===== src/rtl/mac_tile_pkg.sv =====
// Shared encodings for the dual-dataflow MAC tile.
// Instruction bit positions and dataflow mode values.
package mac_tile_pkg;

  localparam int INST_LOAD  = 0;
  localparam int INST_EXEC  = 1;
  localparam int INST_DRAIN = 2;

  localparam logic MODE_WS = 1'b0;
  localparam logic MODE_OS = 1'b1;

  typedef logic [2:0] inst_t;

endpackage


===== src/rtl/mac_tile_dual_mac.sv =====
// Combinational a*b+c: a unsigned, b signed, wrap at psum_bw.
// Operands are widened to psum_bw first so the product wraps like the sum.
module mac #(
  parameter int bw      = 4,
  parameter int psum_bw = 16
) (
  input  logic [bw-1:0]      a_i,
  input  logic [bw-1:0]      b_i,
  input  logic [psum_bw-1:0] c_i,
  output logic [psum_bw-1:0] y_o
);

  logic [psum_bw-1:0] ax;
  logic [psum_bw-1:0] bx;

  assign ax  = {{(psum_bw-bw){1'b0}}, a_i};
  assign bx  = {{(psum_bw-bw){b_i[bw-1]}}, b_i};
  assign y_o = ax * bx + c_i;

endmodule


===== src/rtl/mac_tile_dual.sv =====
// Dual WS/OS systolic processing element.
// Optional zero-skip gating: define MAC_TILE_ZERO_SKIP_EN.
module mac_tile_dual
  import mac_tile_pkg::*;
#(
  parameter int bw      = 4,
  parameter int psum_bw = 16
) (
  input  logic               clk,
  input  logic               reset,
  input  logic               mode,
  input  logic [bw-1:0]      in_w,
  output logic [bw-1:0]      out_e,
  input  logic [2:0]         inst_w,
  output logic [2:0]         inst_e,
  input  logic [psum_bw-1:0] in_n,
  output logic [psum_bw-1:0] out_s,
  output logic               valid_s,
  input  logic               zero
);

  logic [bw-1:0]      a_q, a_d;
  logic [bw-1:0]      b_q, b_d;
  logic [bw-1:0]      w_q, w_d;
  logic [psum_bw-1:0] c_q, c_d;
  logic [psum_bw-1:0] acc_q, acc_d;
  logic               load_ready_q, load_ready_d;
  inst_t              inst_q, inst_d;
  logic               mode_q, mode_d;

  logic os, ld, ex, dr, skip;
  logic [bw-1:0]      mac_a, mac_b;
  logic [psum_bw-1:0] mac_c, mac_y;

`ifdef MAC_TILE_ZERO_SKIP_EN
  assign skip = zero;
`else
  logic unused_zero;
  assign unused_zero = zero;
  assign skip        = 1'b0;
`endif

  assign os = (mode_q == MODE_OS);
  assign ld = inst_w[INST_LOAD];
  assign ex = inst_w[INST_EXEC];
  assign dr = inst_w[INST_DRAIN];

  // WS computes the outgoing psum; OS computes the next accumulator.
  assign mac_a = os ? in_w : a_q;
  assign mac_b = os ? in_n[bw-1:0] : b_q;
  assign mac_c = os ? acc_q : c_q;

  mac #(
    .bw      (bw),
    .psum_bw (psum_bw)
  ) u_mac (
    .a_i (mac_a),
    .b_i (mac_b),
    .c_i (mac_c),
    .y_o (mac_y)
  );

  always_comb begin
    a_d          = a_q;
    b_d          = b_q;
    w_d          = w_q;
    c_d          = c_q;
    acc_d        = acc_q;
    load_ready_d = load_ready_q;
    mode_d       = mode_q;
    inst_d       = {inst_w[INST_DRAIN], inst_w[INST_EXEC],
                    load_ready_q ? inst_q[INST_LOAD] : ld};
    if (mode != mode_q) begin
      mode_d       = mode;
      acc_d        = '0;
      c_d          = '0;
      a_d          = '0;
      load_ready_d = 1'b1;
    end else if (!os) begin
      c_d = in_n;
      if (ld && load_ready_q) begin
        b_d          = in_w;
        load_ready_d = 1'b0;
      end
      if (!ld && !ex)
        load_ready_d = 1'b1;
      if (ld || (ex && !skip))
        a_d = in_w;
    end else if (dr) begin
      acc_d = in_n;
    end else if (ex && !skip) begin
      acc_d = mac_y;
      a_d   = in_w;
      w_d   = in_n[bw-1:0];
    end
  end

  always_ff @(posedge clk or negedge reset) begin
    if (!reset) begin
      a_q          <= '0;
      b_q          <= '0;
      w_q          <= '0;
      c_q          <= '0;
      acc_q        <= '0;
      load_ready_q <= 1'b1;
      inst_q       <= '0;
      mode_q       <= MODE_WS;
    end else begin
      a_q          <= a_d;
      b_q          <= b_d;
      w_q          <= w_d;
      c_q          <= c_d;
      acc_q        <= acc_d;
      load_ready_q <= load_ready_d;
      inst_q       <= inst_d;
      mode_q       <= mode_d;
    end
  end

  assign out_e   = skip ? '0 : a_q;
  assign inst_e  = inst_q;
  assign valid_s = os & dr;

  always_comb begin
    if (os)
      out_s = dr ? acc_q : {{(psum_bw-bw){w_q[bw-1]}}, w_q};
    else
      out_s = skip ? c_q : mac_y;
  end

endmodule


===== config.mk =====
export PLATFORM = sky130hd
export DESIGN_NAME = mac_tile_dual
export DESIGN_NICKNAME = d
export VERILOG_FILES = /design/src/rtl/mac_tile_pkg.sv /design/src/rtl/mac_tile_dual_mac.sv /design/src/rtl/mac_tile_dual.sv
export SDC_FILE = /design/constraint.sdc
export NUM_CORES = 1
export LEC_CHECK = 0
export CAP_MARGIN = 20
export CORE_MARGIN = 8
export CORE_UTILIZATION = 50
export DETAILED_ROUTE_END_ITERATION = 10
export PLACE_DENSITY = 0.73
export SLEW_MARGIN = 20
export SYNTH_ARGS = -nofsm -noshare
export SYNTH_HDL_FRONTEND = slang
export SYNTH_HIERARCHICAL = 1
export SYNTH_SLANG_ARGS = --single-unit

===== constraint.sdc =====
create_clock -name clk -period 15.4 [get_ports clk]
set_input_delay 4.62 -clock clk [delete_from_list [all_inputs] [get_ports clk]]
set_output_delay 4.62 -clock clk [all_outputs]
set_load 0.03 [all_outputs]

* Yosys cells after proc, flatten, opt, wreduce, memory -nomap -nowiden *
Index checks and enable logic that the tools add are counted.

cells by class
  shifts and indexed selects = 0
  add/subtract/negate cells = 1
  multiplexer cells = 20
  $lt $le $gt $ge = 0
  multiply operators = 1
  equal/unequal tests = 4
  div/mod/pow operators = 0
  reductions and logical operators = 14
  bitwise gates (word level) = 4

operator list
  cell                                            count
  2-to-1 mux 16 bit                               9
  2-to-1 mux 4 bit                                7
  adder 16 bit                                    1
  multiplier 5 x 4 -> 9 bit                       1
  nonzero test 3 bit                              3
  != test 3 x 2 -> 1 bit (second input constant)  2
  AND reduction 3 bit                             2
  2-to-1 mux 1 bit                                4
  AND reduction 2 bit                             2
  AND reduction 4 bit                             1
  inverter 1 bit                                  3
  logical AND 1 bit                               2
  logical NOT 1 bit                               2
  != test 2 x 1 -> 1 bit (second input constant)  1
  nonzero test 2 bit                              1
  AND 1 bit                                       1
  logical OR 1 bit                                1
  != test 1 bit                                   1

storage, ports and cells
  bits of input ports = 27
  memory bits (read-only) = 0
  memories kept = 0
  bits in writable memories = 0
  register bits = 49
  output and inout port bits = 24
  word-level logic and storage cells = 53
  bits in latches = 0

* Logic depth before layout (Yosys ltp) *
  depth after elaboration = 7
  gate-level depth with buffers = 24
  gate-level depth less buffers = 22

* By module *
The synthesis kept the hierarchy.

modules (own cells, without submodules)
  module         times used  cells an instance  area each (um2)
  mac_tile_dual  1           279                2756.4
  mac            1           160                1307.5

* Least setup slack after synthesis *
OpenSTA, ideal clock, no wires.

  kind = input-to-output
  start = input in_w[0]
  end = output out_s[11]
  required time = 10.780 ns
  arrival time = 9.415 ns
  cell stages on the path = 20
  slack = 1.365 ns
  cell sequence = mux2_2 nand2b_1 fa_1 fa_1 fa_1 inv_1 ha_1 a21oi_1 o211ai_1 a21oi_1 xnor2_1 ha_1 clkbuf_2 nand3_1 or3b_1 o211ai_2 a31oi_1 xnor2_1 nor2_1 a21oi_1

between the ends
  cells in the longest elaborated chain, start to end = 4

ends and longest elaborated chain
  element                    line                     RTL
  start, declared            mac_tile_dual.sv:12      input logic [bw-1:0] in_w,
  2-to-1 mux 4 bit           mac_tile_dual.sv:49      assign mac_a = os ? in_w : a_q;
  multiplier 5 x 4 -> 9 bit  mac_tile_dual_mac.sv:18  assign y_o = ax * bx + c_i;
  adder 16 bit               mac_tile_dual_mac.sv:18
  via mac_y[11]              mac_tile_dual.sv:33      logic [psum_bw-1:0] mac_c, mac_y;
  2-to-1 mux 16 bit          mac_tile_dual.sv:125     if (os)
  end, declared              mac_tile_dual.sv:17      output logic [psum_bw-1:0] out_s,

The timed path passes the listed nets, and every way through them passes these cells.

* Worst setup path after layout *
  start = input in_w[0]
  end = output out_s[9]

between the ends
  cells in the longest elaborated chain, start to end = 4

ends and longest elaborated chain
  element                    line                     RTL
  2-to-1 mux 4 bit           mac_tile_dual.sv:49
  via mac_a[0]               mac_tile_dual.sv:32      logic [bw-1:0] mac_a, mac_b;
  multiplier 5 x 4 -> 9 bit  mac_tile_dual_mac.sv:18
  adder 16 bit               mac_tile_dual_mac.sv:18
  via mac_y[9]               mac_tile_dual.sv:33
  2-to-1 mux 16 bit          mac_tile_dual.sv:125

The timed path passes the listed nets, and every way through them passes these cells.

==> results.py <==
metrics = {
    "run_status": {
        "outcome": "finished clean",
    },
    "routing": {
        "drt_iter0_drc": 213,
        "vias": 3320,
        "drc": 0,
        "avgRoutedWirePerCell_um": 16.7,
        "via_per_inst": 5.73,
        "ant_nets": 0,
        "wl_um": 9650,
        "firstDrtPassIters": 5,
    },
    "clock_tree": {
        "clk_latency_ps": 300,
        "numCtsBuffers": 5,
        "htreeDepth": 2,
        "clk_pin_slew_ps": 90,
        "cts_tree": "built",
        "post-cts-setup-buffer-count": 0,
        "post_cts_resized": 0,
        "clockBufferDepth": 2,
        "clock_sinks": 49,
        "clockRootBuffer": "clkbuf_8",
        "cts_hold_buf": 0,
    },
    "sta": {
        "finalHoldViolations": 0,
        "max_freq_ghz": 0.0664,
        "slew_headroom": 0.376,
        "tightest_slew_ps": 936,
        "fin_worst_skew_ps": 9.14,
        "period_needed_ps": 15060,
        "fin_tns_setup_ps": 0,
        "final-setup-viol-count": 0,
        "min_period_over_period": 0.978,
        "rsz0062_at_grt": "no",
        "slew_viol_final": 0,
    },
    "worst_setup_path": {
        "crit_fanout": 7,
        "end_kind": "primary output",
        "start_kind": "input pin",
        "cp.arrival_ps": 10440,
        "cp_slowest_cell": "clkdlybuf4s50_1",
        "timing.reg2reg.worst_path_depth": 21,
        "cpPeakStageDelay_ps": 690,
        "critical_path_class": "in -> out",
        "path_depth": 21,
        "path_buf_inv": 4,
        "cp-startpoint": "in_w[0]",
        "crit_chain": "clkdlybuf4s50_1 -> mux2_2 -> nand2b_1 -> fa_1 -> fa_1 -> fa_1 -> inv_1 -> ha_1 -> a21oi_1 -> o211ai_1 -> a21oi_1 -> buf_4 -> xnor2_2 -> ha_1 -> nand3_1 -> or3b_1 -> o211ai_2 -> xor2_1 -> nor2_1 -> a21oi_1 -> clkdlybuf4s50_1",
        "crit_required_ps": 10780,
        "r2r-start": "mode_q$_DFFE_PN0P_",
        "cp_top_family": "adder cells",
        "r2r_end": "acc_q[15]$_DFFE_PN0P_",
        "r2r_setup_slack_ps": 9210,
        "crit_end": "out_s[9]",
    },
    "logic_synthesis": {
        "synthArstFlopShare": 1.00,
        "netlist_area_um2": 4060,
        "synth_edf_count": 0,
        "synthCells": 439,
        "synth_flop_cell": "dfrtp_1",
        "synth_area_leader_cell": "dfrtp_1",
        "synthTopCellsByArea": "dfrtp_1 30%, ha_1 10%, mux2_2 8.0%",
        "yosysWarningCount": 6,
        "synth-seq-area-share": 0.302,
        "ys_seq_elements": 49,
        "synthTopCellsByCount": "48 x dfrtp_1, 42 x a21oi_1, 34 x ha_1, 30 x nand2_1, 29 x mux2_2",
        "ys_types": 50,
        "yosysTopAreaCellShare": 0.296,
        "postSynthAreaPerCell_um2": 9.26,
        "yosysMostFrequentCell": "dfrtp_1",
        "syn-num-nets": 506,
    },
    "die": {
        "die_y_um": 106,
        "io_pins": 51,
        "fp-row-count": 33,
        "die_w_um": 106,
        "start_util": 0.505,
        "core-area_um2": 8050,
        "die_area_um2": 11300,
    },
    "cells_and_area": {
        "drive_gt1_frac": 0.133,
        "fin_util": 0.588,
        "fin_nets": 540,
        "diodes": 0,
        "synthToLayoutAreaGrowth_pct": 16.4,
    },
    "global_route": {
        "first_global_vias": 3364,
        "track_usage": 0.171,
        "grt_max_degree": 63,
        "grt_overflow": 0,
        "antenna_found_initial": 0,
        "grt_pass1_wl_um": 16400,
    },
    "placed_design": {
        "dp_hpwl_um": 6840,
        "globalplace.congestion": 0.844,
        "io_buffers": 49,
    },
    "hold_path": {
        "hp-class": "reg -> reg",
    },
    "run": {
        "maxCapViolations": 0,
    },
}
## sequential cells by signal (all words and copies together), names as in the netlist
register	flops
c_q	16
acc_q	16
out_e	4
mode_q	1
load_ready_q	1
b_q	4
inst_e	3
w_q	4
## cell type report
class / count / area (um2)
fillers: 723 / 3320
multi-input cells: 337 / 2630
flip-flops and latches: 49 / 1230
repair buffers: 58 / 548
well taps: 105 / 131
clock buffers: 7 / 86.3
inverters: 22 / 82.6
clock inverters: 1 / 30.0
## tightest hold or removal path, stage by stage, from the launching register on
cell and delay (ps):
dfrtp_1 350, nand2_1 50, o21ai_0 60
## cells by family (layout without fill, tap and decap cells)
kind of cell | after synthesis | in the layout | synth area share
xor+xnor | 18 | 18 | 0.0422
buf+inv | 53 | 88 | 0.0557
fa+ha+maj | 40 | 40 | 0.134
simple gates | 97 | 97 | 0.120
mux | 52 | 52 | 0.138
compound gates | 130 | 130 | 0.207
flops | 49 | 49 | 0.302
## stage by stage
step	area [um2]	setup slack, ps	hold WS (ps)	cells
global route	4730	21.1	521	579
finish	4730	344	490	579
CTS	4710	120	493	579
global placement	4600	220	461	571
floorplan	4060	1370	446	439
detailed placement	4600	130	470	571
## how the worst min path moves through the flow
stage          depth (start not counted)  slack (ps)                start                   to
2_1_floorplan                          2         450   c_q[0]$_DFFE_PN0P_   c_q[0]$_DFFE_PN0P_
3_3_place_gp                           2         460   c_q[2]$_DFFE_PN0P_   c_q[2]$_DFFE_PN0P_
3_5_place_dp                           2         470  c_q[10]$_DFFE_PN0P_  c_q[10]$_DFFE_PN0P_
4_1_cts                                2         490  c_q[10]$_DFFE_PN0P_  c_q[10]$_DFFE_PN0P_
5_1_grt                                1         520   w_q[0]$_DFFE_PN0P_   w_q[0]$_DFFE_PN0P_
6_report                               2         490   c_q[4]$_DFFE_PN0P_   c_q[4]$_DFFE_PN0P_
## cells in the final DEF (no fill, tap or decap), drive strengths merged, types with 2 or more instances in the layout
cell type,count
dfrtp,48
clkdlybuf4s50,43
a21oi,43
o21ai,39
ha,34
mux2,33
nand2,30
inv,22
nor2,22
nand2b,20
mux2i,19
o41ai,16
buf,13
xnor2,12
and2,9
clkbuf,7
a22o,6
a21o,6
fa,6
xor2,5
nand3,4
a31oi,4
nor3,3
and3,3
o211ai,3
o21bai,3
or3b,2
dlymetal6s2s,2
o21a,2
nor2b,2
## layer usage
layer / vias to the layer above / track usage / share of wire
li1: 1634 / - / -
met1: 1611 / 0.231 / 0.46
met2: 68 / 0.288 / 0.50
met3: 7 / 0.0175 / 0.033
met4: 0 / 0.0432 / 0.0077
met5: - / 0 / 0
Power is not shown: default switching activity piles up to over one toggle a cycle in this logic, so the estimate is an artifact.
